## src/rtl/ysyx_23060136_div_pkg.sv

```systemverilog
// Shared types and helpers for the iterative divider.
// Helpers work on a wide container so any even W up to DIV_MAXW fits.
package ysyx_23060136_div_pkg;

  localparam int DIV_MAXW = 128;

  typedef enum logic [1:0] {
    IDLE,
    CALC,
    FIX,
    DONE
  } div_state_e;

  typedef struct packed {
    logic                hit;
    logic [DIV_MAXW-1:0] q;
    logic [DIV_MAXW-1:0] r;
  } div_special_t;

  function automatic logic [DIV_MAXW-1:0] div_sext(
    input logic [DIV_MAXW-1:0] x,
    input int                  n
  );
    logic [DIV_MAXW-1:0] m;
    logic [DIV_MAXW-1:0] sb;
    m  = '1;
    m  = m << n;
    sb = DIV_MAXW'(1) << (n - 1);
    return (|(x & sb)) ? (x | m) : (x & ~m);
  endfunction

  // Divide-by-zero and signed overflow on the low n bits of a and b.
  function automatic div_special_t div_special(
    input logic [DIV_MAXW-1:0] a,
    input logic [DIV_MAXW-1:0] b,
    input logic                sgn,
    input int                  n
  );
    logic [DIV_MAXW-1:0] mask;
    logic [DIV_MAXW-1:0] an;
    logic [DIV_MAXW-1:0] bn;
    logic [DIV_MAXW-1:0] mn;
    div_special_t        res;
    mask = '1;
    mask = ~(mask << n);
    an   = a & mask;
    bn   = b & mask;
    mn   = DIV_MAXW'(1) << (n - 1);
    res  = '0;
    if (bn == '0) begin
      res.hit = 1'b1;
      res.q   = '1;
      res.r   = div_sext(an, n);
    end else if (sgn && (an == mn) && (bn == mask)) begin
      res.hit = 1'b1;
      res.q   = div_sext(an, n);
    end
    return res;
  endfunction

endpackage

```

## src/rtl/ysyx_23060136_div_step.sv

```systemverilog
// One restoring-division iteration: shift in a dividend bit,
// trial-subtract the divisor, keep the difference if non-negative.
module ysyx_23060136_div_step
  import ysyx_23060136_div_pkg::*;
#(
  parameter int W = 64
) (
  input  logic [W:0]   rem_i,
  input  logic [W-1:0] dvs_i,
  input  logic         bit_i,
  output logic [W:0]   rem_o,
  output logic         q_o
);

  logic [W+1:0] sh;
  logic [W+1:0] diff;

  always_comb begin
    sh    = {rem_i, bit_i};
    diff  = sh - {2'b00, dvs_i};
    q_o   = ~diff[W+1];
    rem_o = q_o ? diff[W:0] : sh[W:0];
  end

endmodule

```

## src/rtl/ysyx_23060136_exu_div_iter.sv

```systemverilog
// Iterative radix-2 restoring divider, W-bit and half-width word mode,
// signed/unsigned, single-cycle special cases, valid/ready result port.
module ysyx_23060136_exu_div_iter
  import ysyx_23060136_div_pkg::*;
#(
  parameter int W = 64
) (
  input  logic         clk,
  input  logic         rst,
  input  logic [W-1:0] dividend,
  input  logic [W-1:0] divisor,
  input  logic         div_valid,
  input  logic         divw,
  input  logic         div_signed,
  input  logic         flush,
  output logic         div_ready,
  output logic         div_out_valid,
  input  logic         div_out_ready,
  output logic [W-1:0] quotient,
  output logic [W-1:0] remainder
);

  localparam int HW = W / 2;
  localparam int CW = $clog2(W + 1);

  div_state_e   state_q, state_d;
  logic         valid_q, valid_d;
  logic [W-1:0] quotient_q, quotient_d;
  logic [W-1:0] remainder_q, remainder_d;
  logic [CW-1:0] cnt_q, cnt_d;
  logic [W:0]   rem_q, rem_d;
  logic [W-1:0] dvd_q, dvd_d;
  logic [W-1:0] dvs_q, dvs_d;
  logic [W-1:0] quo_q, quo_d;
  logic         word_q, word_d;
  logic         negq_q, negq_d;
  logic         negr_q, negr_d;

  logic [W-1:0] a_eff, b_eff, a_mag, b_mag;
  logic         sa, sb;
  div_special_t sp;
  logic [W:0]   rem_step;
  logic         q_step;
  logic [W-1:0] q_fix, r_fix;
  logic [DIV_MAXW-1:0] q_ext, r_ext;
  logic [CW-1:0] n_lim;
  logic         unused_ext;

  ysyx_23060136_div_step #(.W(W)) u_step (
    .rem_i (rem_q),
    .dvs_i (dvs_q),
    .bit_i (dvd_q[W-1]),
    .rem_o (rem_step),
    .q_o   (q_step)
  );

  always_comb begin
    a_eff = divw ? {{HW{div_signed & dividend[HW-1]}}, dividend[HW-1:0]}
                 : dividend;
    b_eff = divw ? {{HW{div_signed & divisor[HW-1]}}, divisor[HW-1:0]}
                 : divisor;
    sa    = div_signed & a_eff[W-1];
    sb    = div_signed & b_eff[W-1];
    a_mag = sa ? -a_eff : a_eff;
    b_mag = sb ? -b_eff : b_eff;
    sp    = div_special(DIV_MAXW'(a_eff), DIV_MAXW'(b_eff),
                        div_signed, divw ? HW : W);
    q_fix = negq_q ? -quo_q : quo_q;
    r_fix = negr_q ? -rem_q[W-1:0] : rem_q[W-1:0];
    q_ext = div_sext(DIV_MAXW'(q_fix), HW);
    r_ext = div_sext(DIV_MAXW'(r_fix), HW);
    n_lim = word_q ? CW'(HW) : CW'(W);
  end

  assign unused_ext = ^{sp.q[DIV_MAXW-1:W], sp.r[DIV_MAXW-1:W],
                        q_ext[DIV_MAXW-1:W], r_ext[DIV_MAXW-1:W]};

  always_comb begin
    state_d     = state_q;
    valid_d     = valid_q;
    quotient_d  = quotient_q;
    remainder_d = remainder_q;
    cnt_d       = cnt_q;
    rem_d       = rem_q;
    dvd_d       = dvd_q;
    dvs_d       = dvs_q;
    quo_d       = quo_q;
    word_d      = word_q;
    negq_d      = negq_q;
    negr_d      = negr_q;
    if (flush) begin
      state_d = IDLE;
      valid_d = 1'b0;
    end else begin
      unique case (state_q)
        IDLE: begin
          if (div_valid) begin
            word_d = divw;
            negq_d = sa ^ sb;
            negr_d = sa;
            if (sp.hit) begin
              quotient_d  = sp.q[W-1:0];
              remainder_d = sp.r[W-1:0];
              valid_d     = 1'b1;
              state_d     = DONE;
            end else begin
              rem_d   = '0;
              quo_d   = '0;
              cnt_d   = '0;
              dvs_d   = b_mag;
              // word operands are left-aligned so bits leave MSB-first
              dvd_d   = divw ? (a_mag << HW) : a_mag;
              state_d = CALC;
            end
          end
        end
        CALC: begin
          rem_d = rem_step;
          quo_d = {quo_q[W-2:0], q_step};
          dvd_d = dvd_q << 1;
          cnt_d = cnt_q + CW'(1);
          if (cnt_d == n_lim) begin
            state_d = FIX;
          end
        end
        FIX: begin
          quotient_d  = word_q ? q_ext[W-1:0] : q_fix;
          remainder_d = word_q ? r_ext[W-1:0] : r_fix;
          valid_d     = 1'b1;
          state_d     = DONE;
        end
        DONE: begin
          if (div_out_ready) begin
            valid_d = 1'b0;
            state_d = IDLE;
          end
        end
        default: state_d = IDLE;
      endcase
    end
  end

  always_ff @(posedge clk) begin
    if (rst) begin
      state_q     <= IDLE;
      valid_q     <= 1'b0;
      quotient_q  <= '0;
      remainder_q <= '0;
      cnt_q       <= '0;
      rem_q       <= '0;
      dvd_q       <= '0;
      dvs_q       <= '0;
      quo_q       <= '0;
      word_q      <= 1'b0;
      negq_q      <= 1'b0;
      negr_q      <= 1'b0;
    end else begin
      state_q     <= state_d;
      valid_q     <= valid_d;
      quotient_q  <= quotient_d;
      remainder_q <= remainder_d;
      cnt_q       <= cnt_d;
      rem_q       <= rem_d;
      dvd_q       <= dvd_d;
      dvs_q       <= dvs_d;
      quo_q       <= quo_d;
      word_q      <= word_d;
      negq_q      <= negq_d;
      negr_q      <= negr_d;
    end
  end

  assign div_ready     = (state_q == IDLE);
  assign div_out_valid = valid_q;
  assign quotient      = quotient_q;
  assign remainder     = remainder_q;

endmodule

```

## config.mk

```make
export PLATFORM = sky130hd
export DESIGN_NAME = ysyx_23060136_exu_div_iter
export DESIGN_NICKNAME = d
export VERILOG_FILES = /design/src/rtl/ysyx_23060136_div_pkg.sv /design/src/rtl/ysyx_23060136_div_step.sv /design/src/rtl/ysyx_23060136_exu_div_iter.sv
export SDC_FILE = /design/constraint.sdc
export NUM_CORES = 1
export LEC_CHECK = 0
export BUFFER_PORTS_ARGS = -buffer_cell sky130_fd_sc_hd__buf_2
export CAP_MARGIN = 20
export CORE_MARGIN = 2
export CORE_UTILIZATION = 45
export CTS_BUF_LIST = sky130_fd_sc_hd__clkbuf_2
export DETAILED_ROUTE_END_ITERATION = 8
export HOLD_SLACK_MARGIN = 0.1
export MAX_ROUTING_LAYER = met4
export PLACE_DENSITY_LB_ADDON = 0.1
export SLEW_MARGIN = 20
export SYNTH_ARGS = -nofsm -noshare
export SYNTH_HDL_FRONTEND = slang
export SYNTH_SLANG_ARGS = --single-unit
```

## constraint.sdc

```tcl
create_clock -name clk -period 8.2 [get_ports clk]
set_input_delay 1.23 -clock clk [delete_from_list [all_inputs] [get_ports clk]]
set_output_delay 1.23 -clock clk [all_outputs]
set_load 0.03 [all_outputs]
```

# Word-level counts from Yosys, hierarchy flattened
# Index checks and enable logic that the tools add are counted.
# word_totals
elab_cells	106
output_inout_bits	130
input_bits	135
register_bits	398
# classes
shift	2
eq_ne	11
reduce_logical	15
add_sub_neg	7
muxes	45
n_bitwise	14
# op_table
cell	n
$mux 64	20
$pmux 64 s2	4
$mux 129	2
$and 128x128->128	2
$and 64x128->128	2
$eq 128x128->1	2
$neg 64->64	4
$mux 65	3
$pmux 65 s2	1
$logic_not 128->1	1
$mux 128	1
$not 128->128	1
$or 128x128->128	1
$reduce_or 128->1	1
$shl 1x32->128 const A	1
$shl 128x7->128 const A	1
$sub 66x64->66	1
$mux 7	4
$reduce_and 4->1	4
$pmux 7 s2	1
$mux 2	4
$ne 2x2->1 const B	4
$pmux 2 s4	1
$sub 7x1->8 const B	1
16 further kinds	27

# Logic depth before layout (Yosys ltp)
# depth
ltp_word	12
mapped_depth	15
depth_no_buf	14

# Modules after synthesis
# A second synthesis with hierarchy kept.
# unflattened
cells_unflattened	3565
hier_area_um2	27592.7
# modules_own_cells
mod	area_per_inst_um2	instances	seq_area_each_um2	cells_each
ysyx_23060136_exu_div_iter	22699.3	1	7967.6	2756
ysyx_23060136_div_step	4893.4	1	0.0	809

# Least setup slack after synthesis
# OpenSTA, ideal clock, no wires.
# synth_path
path_type	input -> register
from	input port dividend[10]
to	register rem_q[63]
path_buffers	1
stages	11
setup_slack_ns	3.931
t_arrival_ns	4.144
t_required_ns	8.075
setup_ns	0.125
path_cell_list	or4_1 > nor4_2 > and4_1 > and4bb_2 > nor2_1 > a21oi_1 > nor3_1 > and2_1 > clkbuf_1 > a22oi_1 > o31ai_1
# synth_via
elab_chain_cells	9
# synth_lines
item	line_no	source
start, declared	ysyx_23060136_exu_div_iter.sv:10	input logic [W-1:0] dividend,
$mux 64	ysyx_23060136_exu_div_iter.sv:58	a_eff = divw ? {{HW{div_signed & dividend[HW-1]}}, dividend[HW-1:0]}
$and 64x128->128	ysyx_23060136_div_pkg.sv:46	an = a & mask;
$eq 128x128->1	ysyx_23060136_div_pkg.sv:54	end else if (sgn && (an == mn) && (bn == mask)) begin
$logic_and 1x1->1 (2 in a row)	ysyx_23060136_div_pkg.sv:54	
$mux 129	ysyx_23060136_div_pkg.sv:54	
$mux 129	ysyx_23060136_div_pkg.sv:50	if (bn == '0) begin
$ne 2x2->1 (no line)	n/a	
$reduce_and 4->1 (no line)	n/a	
end signal, assigned	ysyx_23060136_exu_div_iter.sv:163	rem_q <= rem_d;
end, declared	ysyx_23060136_exu_div_iter.sv:31	logic [W:0] rem_q, rem_d;
# No other way between the ends.
# A chain may end at the register's enable or synchronous reset.

# Worst setup path after layout
# layout_path
from	input port divisor[0]
to	register rem_q[25]
# layout_via
elab_chain_cells	8
word_cells_on_any_way	9
classes_between	eq/ne: 2; mux: 3; bitwise: 1; reduce/logical: 3
# layout_lines
item	line_no	source
start, declared	ysyx_23060136_exu_div_iter.sv:11	input logic [W-1:0] divisor,
$mux 64 *	ysyx_23060136_exu_div_iter.sv:60	b_eff = divw ? {{HW{div_signed & divisor[HW-1]}}, divisor[HW-1:0]}
$and 64x128->128 *	ysyx_23060136_div_pkg.sv:47	bn = b & mask;
$eq 128x128->1	ysyx_23060136_div_pkg.sv:54	
$logic_and 1x1->1	ysyx_23060136_div_pkg.sv:54	
$mux 129	ysyx_23060136_div_pkg.sv:54	
$mux 129 *	ysyx_23060136_div_pkg.sv:50	
$ne 2x2->1 (no line) *	n/a	
$reduce_and 4->1 (no line) *	n/a	
# Mark *: on every way between the ends. The rest lies on a longest branch, timed or not.

==> summary.md <==
| Metric | Value |
|---|---|
| Synth Area in Compound Gates | 29.56% |
| Hold Path Depth | 3 |
| Final WL | 99.25 mm |
| Antenna Violating Nets Remaining | 0 |
| Post-Synth XOR/XNOR Area | 9.505% |
| Post-cts sizing count | 0 |
| Status | finished clean |
| Initial Utilization | 45.29% |
| IO Count | 265 |
| Mux contribution to synthesized area | 0.4229% |
| Max-slew violations | 0 |
| CP startpoint kind | input port |
| Core ar. | 0.05880 mm^2 |
| Initial antenna violation count | 7 |
| Kind of end point of the critical path | flip-flop |
| WL/cell | 21.35 um |
| Crit share post-route | 63.94% |
| Seq cells post-synth | 398 |
| Post-Synth Simple-Gate Area | 21.27% |
| Fin nets | 3989 |
| Clock Tree Buf Depth | 3 |
| Largest area contributor in the netlist | dfxtp_1 |
| RSZ-0062 raised after global routing | no |
| Largest family of logic cells by synthesized area | compound AO/OA/AOI/OAI gates |
| Mapped Area | 0.02663 mm^2 |
| Die span in y | 247.3 um |
| CTS tree | built |
| Top cells by area, synth | dfxtp_1, nor2_1, a21oi_1 |
| Syn Nets | 3868 |
| Max Cap Viol | 0 |
| Initial DRT Pass Iterations | 6 |
| Most common cell in the netlist | nor2_1 |
| Grt total ovfl | 0 |
| Final hold slack | 0.3504 ns |
| Fraction of registers with async set/reset | 0% |
| Crit Path Category | input port to flip-flop |
| Starting DRT DRC Count | 2820 |
| DRC viols | 0 |
| Post-Synth Adder-Cell Area | 3.599% |
| CTS root buf | clkbuf_2 |
| R2R depth | 10 |
| CTS Hold Bufs | 0 |
| Hold crit path type | input port to flip-flop |
| Worst Path Required | 9.31 ns |
| Detailed-route vias per instance | 6.036 |
| Post-synth top cells | nor2_1, dfxtp_1, a21oi_1 |
| HPWL Detailed | 71.78 mm |
| H-tree depth | 3 |
| FP Rows | 89 |
| Hold Path Sink | dvs_q[1] |
| Post-synthesis cell type count | 74 |
| Clock Sinks | 398 |
| Post CTS Setup Buffer Count | 0 |
| Die Area | 0.06114 mm^2 |
| Max-slew headroom | 26.71% |
| Clock slew at reported path FFs | 0.09 ns |
| GRT Total Usage | 32.16% |
| Mapped Cells | 3657 |
| Sequential area share after synthesis | 29.92% |
| Fin. Hold Viols | 0 |
| FF-to-FF setup slack | 3.68 ns |
| Hold Path Origin | divisor[1] |
| CP max FO | 69 |
| RR Endpoint | quotient[48] |
| Number of synthesized flops with an enable pin | 0 |
| Worst vdd ir | 0.1107 mV |
| Top cell type's share of synthesized area | 29.92% |
| Largest net degree at the start of global routing | 161 |
| Final setup vio count | 0 |
| Vias | 28060 |
| Post-Syn Area per Cell | 7.282 um^2 |
| Fmax | 0.1907 GHz |
| Area Overhead vs Synth | 10.01% |
| Worst flop-to-flop path startpoint | quo_q[16] |
| Gpl congestion | 0.9730 |
| Worst-Margin Slew | 1.084 ns |
| Clock Skews | 0.1152 ns |
| I/O Buffers | 264 |
| CP arrival | 6.35 ns |
| Chip width | 247.3 um |
| Leakage power | 0.01180 uW |
| Crit path time final | 5.243 ns |
| Yosys synthesis warning count | 0 |
| Layout cell share with drive strength beyond 1 | 13.56% |
| Worst-skew pair later-pin latency | 1.24 ns |
| Top_reg_cell synth | dfxtp_1 |
| Vias in the first global route | 25423 |
| P per Cell Area | 146.0 mW/mm^2 |
| CTS Buf Count | 109 |
| Setup TNS | 0 ns |
| First-pass GRT wire length | 150.0 mm |
[per-layer routing]
metal / vias to the layer above / global-route usage [%] / share of wire (%)
met1: 13192 / 43.35 / 45
met4: 0 / 9.951 / 3.0
met3: 186 / 6.501 / 8.3
met2: 1114 / 48.30 / 44
met5: - / - / 0
li1: 13568 / - / -
[worst max path at each step]
stage | end | startpoint | cells past startpoint
6_report | rem_q[25] | divisor[0] | 15
3_5_place_dp | rem_q[9] | divisor[0] | 15
5_1_grt | rem_q[27] | divisor[0] | 16
2_1_floorplan | rem_q[63] | dividend[10] | 11
3_3_place_gp | rem_q[9] | divisor[0] | 15
4_1_cts | rem_q[25] | divisor[0] | 15
[report_power, final]
part | total (uW) | internal [uW] | switching, uW | leakage (uW)
Combinational | 773 | 248 | 525 | 0.00782
Sequential | 2010 | 1980 | 26.3 | 0.00323
Clock | 1500 | 586 | 913 | 0.000759
Total | 4280 | 2810 | 1460 | 0.0118
[final cells by class]
cell class	instances	area, um^2
Clock inverter	39	224.0
Clock buffer	157	785.8
Multi-Input combinational cell	2855	17260
Inverter	117	439.2
Sequential cell	398	7971
Fill cell	6151	29500
Timing Repair Buffer	297	1619
Antenna cell	13	32.53
Tap cell	773	967.2
[cell families after synthesis]
group                    after synthesis
AO/OA/AOI/OAI                       1240
AND/OR/NAND/NOR                     1239
buffers and inverters                404
flip-flops                           398
XOR/XNOR                             289
adder cells (fa/ha/maj)               76
multiplexers                          11
[flip-flops by register name (all words and copies together) (netlist names)]
register / count
cnt_q: 7
div_out_valid: 1
dvd_q: 64
dvs_q: 64
negq_q: 1
negr_q: 1
quo_q: 64
quotient: 64
rem_q: 65
remainder: 64
state_q: 2
word_q: 1
[critical path: stages]
cell and delay [ns]:
buf_2 0.12, inv_1 0.05, ha_1 0.18, nor3b_1 0.42
nand4b_1 0.45, nor3_1 0.78, o21a_1 0.52, nor2_1 0.18
nand2_2 0.08, buf_4 0.46, o21ai_4 0.09, buf_4 0.36
nor2_4 0.68, buf_4 0.48, a22o_1 0.20
[per-stage QoR]
step / util (%) / power, uW / setup WS, ns / cells / cell area (um^2)
floorplan: - / 2551 / 3.931 / 3657 / 26630
global placement: 48.01 / 2805 / 1.980 / 4439 / 28230
detailed placement: 48.01 / 2804 / 1.912 / 4439 / 28230
CTS: 49.73 / 4299 / 3.162 / 4635 / 29240
global route: 49.80 / 4494 / 2.822 / 4643 / 29280
finish: 49.83 / 4277 / 2.957 / 4649 / 29300
[cell usage in the layout (no fill, tap or decap), drive strengths merged, types with 75 or more instances in the layout]
cell,count
xor2,147
xnor2,142
ha,75
a22oi,104
buf,297
a21oi,352
o21ai,294
a211oi,114
clkbuf,157
dfxtp,398
nand2,309
nor2,472
inv,119
nor3,159
(Power assumes the default switching activity.)
